## src/rtl/pool_job_ctrl.sv

```systemverilog
// pool_job_ctrl: one-window job sequencer for the free-running pooling unit.
// Buffers WIN samples, clears the pool, bursts the window, then returns mu.
// Ports:
//   clk, rst_n                        clock, async active-low reset
//   cmd_valid/cmd_ready/cmd_mode      job request (mode 0 avg, 1 max)
//   in_valid/in_ready/in_data         sample stream
//   pool_clr_n/pool_mode/pool_data    registered drive into the pool
//   pool_mu                           pool result input
//   res_valid/res_ready/res_data/res_mode  result port
//   busy                              controller not idle
module pool_job_ctrl #(
  parameter int DATA_WIDTH = 8,
  parameter int WIN        = 64
) (
  input  logic                  clk,
  input  logic                  rst_n,
  input  logic                  cmd_valid,
  output logic                  cmd_ready,
  input  logic                  cmd_mode,
  input  logic                  in_valid,
  output logic                  in_ready,
  input  logic [DATA_WIDTH-1:0] in_data,
  output logic                  pool_clr_n,
  output logic                  pool_mode,
  output logic [DATA_WIDTH-1:0] pool_data,
  input  logic [DATA_WIDTH-1:0] pool_mu,
  output logic                  res_valid,
  input  logic                  res_ready,
  output logic [DATA_WIDTH-1:0] res_data,
  output logic                  res_mode,
  output logic                  busy
);

  localparam int CW = $clog2(WIN) + 1;
  localparam int AW = CW - 1;
  localparam logic [CW-1:0] WIN_C = CW'(WIN);
  localparam logic [AW-1:0] A0 = '0;

  typedef enum logic [2:0] {
    IDLE,
    CLEAR,
    FILL,
    BURST,
    DRAIN,
    RESULT
  } state_e;

  state_e state_q, state_d;

  logic [CW-1:0] cnt_q, cnt_d;
  logic [CW-1:0] idx_q, idx_d;
  logic          drain_q, drain_d;
  logic          mode_q, mode_d;
  logic          clr_n_q, clr_n_d;
  logic          pmode_q, pmode_d;
  logic [DATA_WIDTH-1:0] pdata_q, pdata_d;
  logic          rvalid_q, rvalid_d;
  logic [DATA_WIDTH-1:0] rdata_q, rdata_d;
  logic          rmode_q, rmode_d;
  logic          cready_q, cready_d;
  logic          busy_q, busy_d;

  logic [DATA_WIDTH-1:0] mem_q [WIN];
  logic                  wr_en;

  assign in_ready = (state_q == FILL);
  assign wr_en    = in_ready & in_valid;

  always_comb begin
    state_d  = state_q;
    cnt_d    = cnt_q;
    idx_d    = idx_q;
    drain_d  = drain_q;
    mode_d   = mode_q;
    clr_n_d  = 1'b1;
    pmode_d  = pmode_q;
    pdata_d  = pdata_q;
    rvalid_d = rvalid_q;
    rdata_d  = rdata_q;
    rmode_d  = rmode_q;

    unique case (state_q)
      IDLE: begin
        pmode_d = 1'b1;
        pdata_d = '0;
        if (cmd_valid) begin
          mode_d  = cmd_mode;
          cnt_d   = '0;
          clr_n_d = 1'b0;
          state_d = CLEAR;
        end
      end
      CLEAR: begin
        pmode_d = mode_q;
        state_d = FILL;
      end
      FILL: begin
        if (in_valid) begin
          cnt_d = cnt_q + CW'(1);
          if (cnt_d == WIN_C) begin
            // First burst sample must already sit on
            // pool_data during burst cycle 0.
            idx_d   = '0;
            pdata_d = mem_q[A0];
            state_d = BURST;
          end
        end
      end
      BURST: begin
        idx_d = idx_q + CW'(1);
        if (idx_d == WIN_C) begin
          pdata_d = '0;
          drain_d = 1'b0;
          state_d = DRAIN;
        end else begin
          pdata_d = mem_q[idx_d[AW-1:0]];
        end
      end
      DRAIN: begin
        // Two cycles cover the pool's sum->mu
        // register latency.
        drain_d = 1'b1;
        if (drain_q) begin
          rvalid_d = 1'b1;
          rdata_d  = pool_mu;
          rmode_d  = mode_q;
          state_d  = RESULT;
        end
      end
      RESULT: begin
        if (res_ready) begin
          rvalid_d = 1'b0;
          pmode_d  = 1'b1;
          pdata_d  = '0;
          state_d  = IDLE;
        end
      end
      default: begin
        state_d = IDLE;
      end
    endcase

    cready_d = (state_d == IDLE);
    busy_d   = (state_d != IDLE);
  end

  always_ff @(posedge clk or negedge rst_n) begin
    if (!rst_n) begin
      state_q  <= IDLE;
      cnt_q    <= '0;
      idx_q    <= '0;
      drain_q  <= 1'b0;
      mode_q   <= 1'b0;
      clr_n_q  <= 1'b1;
      pmode_q  <= 1'b1;
      pdata_q  <= '0;
      rvalid_q <= 1'b0;
      rdata_q  <= '0;
      rmode_q  <= 1'b0;
      cready_q <= 1'b1;
      busy_q   <= 1'b0;
    end else begin
      state_q  <= state_d;
      cnt_q    <= cnt_d;
      idx_q    <= idx_d;
      drain_q  <= drain_d;
      mode_q   <= mode_d;
      clr_n_q  <= clr_n_d;
      pmode_q  <= pmode_d;
      pdata_q  <= pdata_d;
      rvalid_q <= rvalid_d;
      rdata_q  <= rdata_d;
      rmode_q  <= rmode_d;
      cready_q <= cready_d;
      busy_q   <= busy_d;
    end
  end

  // Sample buffer carries no reset; cnt gates every use.
  always_ff @(posedge clk) begin
    if (wr_en) begin
      mem_q[cnt_q[AW-1:0]] <= in_data;
    end
  end

  assign cmd_ready  = cready_q;
  assign pool_clr_n = clr_n_q;
  assign pool_mode  = pmode_q;
  assign pool_data  = pdata_q;
  assign res_valid  = rvalid_q;
  assign res_data   = rdata_q;
  assign res_mode   = rmode_q;
  assign busy       = busy_q;

endmodule

```

## config.mk

```make
export PLATFORM = sky130hd
export DESIGN_NAME = pool_job_ctrl
export DESIGN_NICKNAME = d
export VERILOG_FILES = /design/src/rtl/pool_job_ctrl.sv
export SDC_FILE = /design/constraint.sdc
export NUM_CORES = 1
export LEC_CHECK = 0
export CORE_UTILIZATION = 50
export CTS_CLUSTER_SIZE = 16
export DETAILED_ROUTE_END_ITERATION = 10
export HOLD_SLACK_MARGIN = 0.1
export PLACE_DENSITY = 0.77
export SETUP_SLACK_MARGIN = 0.4
export SLEW_MARGIN = 20
export SYNTH_ARGS = -nofsm -noshare
export SYNTH_HDL_FRONTEND = slang
export SYNTH_SLANG_ARGS = --single-unit
```

## constraint.sdc

```tcl
create_clock -name clk -period 3.4 [get_ports clk]
set_input_delay 0.68 -clock clk [delete_from_list [all_inputs] [get_ports clk]]
set_output_delay 0.68 -clock clk [all_outputs]
set_load 0.01 [all_outputs]
```

# Word-level counts from Yosys, hierarchy flattened
# Memory sizes are Yosys's and may differ from the RTL's.
# Index checks and enable logic that the tools add are counted.
[word_totals]
ramBits = 512
mem_bits_ro = 0
memories = 1
latch_bits = 0
out_inout_bits = 23
ff_bits = 41
[mem_list]
columns = ["name", "depth", "word_bits", "rd", "rd_clocked_by_memory_dff", "wr", "line_no", "text"]
rows = [
  ["mem_q", 64, 8, 2, 0, 1, "63", "logic [DATA_WIDTH-1:0] mem_q [WIN];"],
]
[classes]
n_div = 0
bitwise_logic = 1
n_reduce_logical = 17
n_lt_le_gt_ge = 0
n_mux = 29
mul = 0
shifts = 0
n_eq_ne = 13
addsub = 2
[ops]
columns = ["op", "n"]
rows = [
  ["8-bit 2-to-1 mux", 4],
  ["8-bit one-hot mux with 4 select lines", 1],
  ["7-bit 2-to-1 mux", 4],
  ["7-bit one-hot mux with 2 select lines", 2],
  ["3-bit 2-to-1 mux", 6],
  ["3-bit one-hot mux with 6 select lines", 1],
  ["7-bit by 1-bit adder with 7-bit output (second input constant)", 2],
  ["7-bit equality test (second input constant)", 2],
  ["2-bit != test (second input constant)", 5],
  ["3-bit AND reduction", 3],
  ["1-bit 2-to-1 mux", 8],
  ["2-bit AND reduction", 4],
  ["2-bit nonzero test", 4],
  ["3-bit by 2-bit equality test with 1-bit output (second input constant)", 2],
  ["3-bit equality test (second input constant)", 2],
  ["3-bit logical NOT", 2],
  ["3-bit nonzero test", 2],
  ["1-bit one-hot mux with 2 select lines", 2],
  ["4-bit AND reduction", 1],
  ["4-bit nonzero test", 1],
  ["3-bit by 1-bit equality test with 1-bit output (second input constant)", 1],
  ["1-bit one-hot mux with 3 select lines", 1],
  ["2-bit by 1-bit != test with 1-bit output (second input constant)", 1],
  ["1-bit bitwise AND", 1],
]

# Logic depth before layout (Yosys ltp)
[logic_depth]
word_depth = 6
ltp_mapped = 10

# Worst setup path after synthesis
# OpenSTA, ideal clock, no wires.
[synth_timing]
path_kind = "flip-flop to flip-flop"
from = "register idx_q[1]"
to = "register pdata_q[2] (netlist: pool_data[2])"
period_less_slack_ns = 2.420
required_ns = 3.272
setup_slack_ns = 0.980
setup_ns = 0.128
path_stages_with_launch = 11
n_path_buf = 4
arrival_ns = 2.292
path_cell_list = "dfrtp_1 ha_1 buf_4 buf_4 buf_2 buf_4 mux4_2 mux2i_1 a32oi_1 a32oi_1 a31oi_1"
[synth_via]
elab_chain_len = 4
elab_cells_between_ends = 5
classes_between = "add/sub: 1; eq/ne: 1; mux: 2; memory: 1"
[synth_lines]
columns = ["element", "line_no", "text"]
rows = [
  ["start, declared", "51", "logic [CW-1:0] idx_q, idx_d;"],
  ["start signal, assigned", "165", "idx_q <= idx_d;"],
  ["7-bit by 1-bit adder with 7-bit output (*)", "110", "idx_d = idx_q + CW'(1);"],
  ["memory read 64 x 8 bit / 7-bit equality test (equally long branches)", "n/a", ""],
  ["8-bit 2-to-1 mux (*)", "111", "if (idx_d == WIN_C) begin"],
  ["8-bit one-hot mux with 4 select lines (*)", "82", "unique case (state_q)"],
  ["end signal, assigned", "170", "pdata_q <= pdata_d;"],
  ["end, declared", "56", "logic [DATA_WIDTH-1:0] pdata_q, pdata_d;"],
]
# Every way passes the cells marked *; elsewhere a longest branch is shown, timed or not.
# A chain may end at the register's enable or synchronous reset.

# Worst setup path after layout
[layout_timing]
from = "register idx_q[0]"
to = "register pdata_q[5] (netlist: pool_data[5])"
# The elaborated chain is that of the path after synthesis.

==> summary.txt <==
Power
  – Power, Total: 0.0213 W
  – Power per cell area: ~840 mW/mm²
  – Peak supply drop: 0.000566 V
  – Leakage power: 8.36 nW

Setup path
  – CP peak stage delay: between 600 and 700 ps
  – Crit path max fanout: 55
  – Crit path buf inv count: 1
  – Critical-path top delay cell: nor2_1
  – CP cell instances: buf_12 -> and3_1 -> nand3_1 -> xor2_1 -> nor2_1 -> nand4_1 -> a31oi_1
  – Crit path arrival time: 3480 ps
  – Crit Path Class: reg -> reg
  – Startpoint types: flop
  – Worst Path Required: 3910 ps
  – Cell family with most CP delay: simple AND/OR/NAND/NOR gates
  – CP endpoint kind: flop

Run status
  – Status: finished, final reports clean

Run
  – Max-cap check violation count: 0

Layout
  – Area of the multi-input gates: 0.00536 mm²
  – Commonest cells after routing, fill and taps aside: edfxtp_1, mux4_2, buf_4
  – Layout filler cell count: 3033
  – Share of layout cells above drive strength 1: between 20% and 30%
  – Area Growth Syn to Fin: 15.4%
  – Commonest non-fill, non-tap cell in the layout: edfxtp_1
  – Final #Nets: approximately 1300
  – FF+latch area: ~0.016 mm²
  – N_diodes: 0

STA
  – RSZ-0062 raised after global routing: yes
  – Worst slew pin tran: roughly 1000 ps
  – Headroom to the max-slew limit: 31.6%
  – Final min period: 2970 ps
  – Final setup skew: 18.0 ps
  – Max Clock Freq: 336 MHz
  – Setup TNS: 0 ps
  – # setup viols final: 0
  – Final period util: between 80 and 90%
  – Slew Limit Fails: 0
  – Final Hold Viols: 0

Floorplanning
  – IO Pins: 45
  – Initial core utilization: slightly above 50%
  – Core area: 0.0433 mm²
  – Die width: 212 µm
  – Site row count: 76
  – Die H: 212 µm
  – Die Area: 0.0449 mm²

GRT
  – GRT overflow: 0
  – Initial antenna violation count: 1
  – Vias in the first global route: 11600
  – GRT Resource Usage Total: 22.7%
  – Largest net degree at the start of global routing: 65
  – First-pass GRT wire length: 73600 µm

Placement
  – RD Place Congestion: 0.909
  – I/O Buffers: 44
  – Post-DP HPWL: 30300 µm

Clock tree
  – Clk root buf: clkbuf_16
  – CTS Sinks: between 500 and 600
  – CTS clk-pin slew, worst paths: 60 ps
  – CTS Buf Count: 53
  – CTS HTree Levels: 2
  – Later-pin clock latency in the skew report: 600 ps
  – TritonCTS clock tree: yes
  – Clock buffer depth: 3
  – # hold bufs at CTS: 0
  – Post-CTS setup buffer count: 0

Synthesis
  – Synthesized flop and latch total: 553
  – Unique cell type count in the Yosys netlist: 54
  – Syn nets: 1194
  – Synth async-reset ratio: 7.41%
  – Cells after synthesis: 1170
  – Synth Warn #: 0
  – Main area contributors after synthesis: edfxtp_1, mux4_2, dfrtp_1, mux2i_1, nand2_1
  – Ys flop type: edfxtp_1
  – Post-synth EDFFs: 512
  – Avg Synthesized Cell Area: 18.8 µm²
  – Cell type with the largest total area after synthesis: edfxtp_1
  – Post-Syn Area: ~0.022 mm²
  – Post-synthesis sequential area ratio: 74.4%
  – Top cell type's share of synthesized area: 69.8%

Min path
  – HP Class: in -> async

Detailed routing
  – Post-Route WL: 49200 µm
  – Drt wl/cell: 25.6 µm
  – Pre-antenna DRT Iters: 5
  – Number of remaining DRC errors: 0
  – Via count: 11700
  – Remaining antenna violation count: 0
  – Drt initial violations: 1417
  – Vias per cell: 6.08
==> logic make-up after synthesis <==
group / Yosys count / share of synthesized area (%)
mux: 178 / 15.0
xor+xnor: 8 / 0.352
fa+ha+maj: 2 / 0.114
simple gates: 268 / 5.61
flops: 553 / 74.4
buf+inv: 70 / 1.60
compound gates: 91 / 2.86
==> synth_stat cells (2+ instances only) <==
library cell / number
a2111oi_0: 2
a211oi_1: 8
a21o_1: 2
a21oi_1: 15
a22o_1: 2
a31oi_1: 17
a32oi_1: 17
and2_0: 4
and2_1: 7
and3_1: 5
buf_1: 4
buf_2: 30
buf_4: 14
clkbuf_1: 19
dfrtp_1: 38
dfstp_2: 3
edfxtp_1: 512
ha_1: 2
inv_1: 3
mux2_2: 12
mux2i_1: 45
mux4_2: 121
nand2_1: 84
nand2b_1: 5
nand3_1: 30
nand3b_1: 2
nand4_1: 10
nor2_1: 83
nor2b_1: 14
nor3_1: 11
o21ai_0: 13
o21ai_1: 2
o31ai_1: 3
o41ai_1: 2
or3_1: 4
or3b_2: 2
xnor2_1: 3
xor2_1: 4
==> registers in the layout (all words and copies together) (netlist names), 3 cells and up <==
signal,count
mem_q,512
idx_q,7
pool_data,8
cnt_q,7
res_data,8
state_q,3
==> final timing paths <==
check                                    end  depth (start not counted)  slack [ps]  startpoint
worst max-delay path            pool_data[5]                          7         430    idx_q[0]
worst min-delay path             res_data[2]                          1         250       rst_n
worst max register to register  pool_data[5]                          7         430    idx_q[0]
worst min register to register      cnt_q[6]                          1         510    cnt_q[6]
max in group asynchronous           idx_q[0]                          1        2440       rst_n
min in group clk                    cnt_q[6]                          1         510    cnt_q[6]
==> where the power goes <==
group / total (W) / switching (W) / internal, W
combinational: 0.00726 / 0.00402 / 0.00325
sequential: 0.00804 / 0.000313 / 0.00773
clock: 0.00598 / 0.00249 / 0.00349
total: 0.0213 / 0.00682 / 0.0145
==> layer usage <==
metal / part of all wire (%) / track usage, % / vias to the layer above
met5: 0 / 0 / -
met4: 3.4 / 8.42 / 0
met3: 9.3 / 4.90 / 90
met2: 47 / 35.1 / 647
met1: 40 / 31.9 / 5982
li1: - / - / 4952
==> cell type report <==
| type | instances | area share [%] |
|---|---|---|
| inverters | 3 | 0.0443 |
| clock inverters | 26 | 1.16 |
| multi-input cells | 548 | 21.1 |
| well taps | 585 | 2.88 |
| flip-flops and latches | 553 | 64.5 |
| clock buffers | 72 | 5.78 |
| repair buffers | 134 | 4.52 |
==> what timing repair did <==
item	4_1_cts	5_1_grt
gates cloned	0	1
pin swaps	0	1
setup endpoints to repair	2	6
gates resized for setup	2	4
==> per-stage QoR <==
| stage | area, µm² | util, % | hold WS (ps) | setup WS [ps] | instances |
|---|---|---|---|---|---|
| after floorplan | 22000 | - | 384 | 980 | 1170 |
| after global placement | 23600 | 54.6 | 484 | 427 | 1822 |
| after detailed placement | 23600 | 54.6 | 495 | 399 | 1822 |
| after CTS | 25400 | 58.7 | 249 | 436 | 1920 |
| after global routing | 25400 | 58.8 | 311 | 364 | 1921 |
| final | 25400 | 58.8 | 252 | 426 | 1921 |
Power figures use the tool's default switching activity.
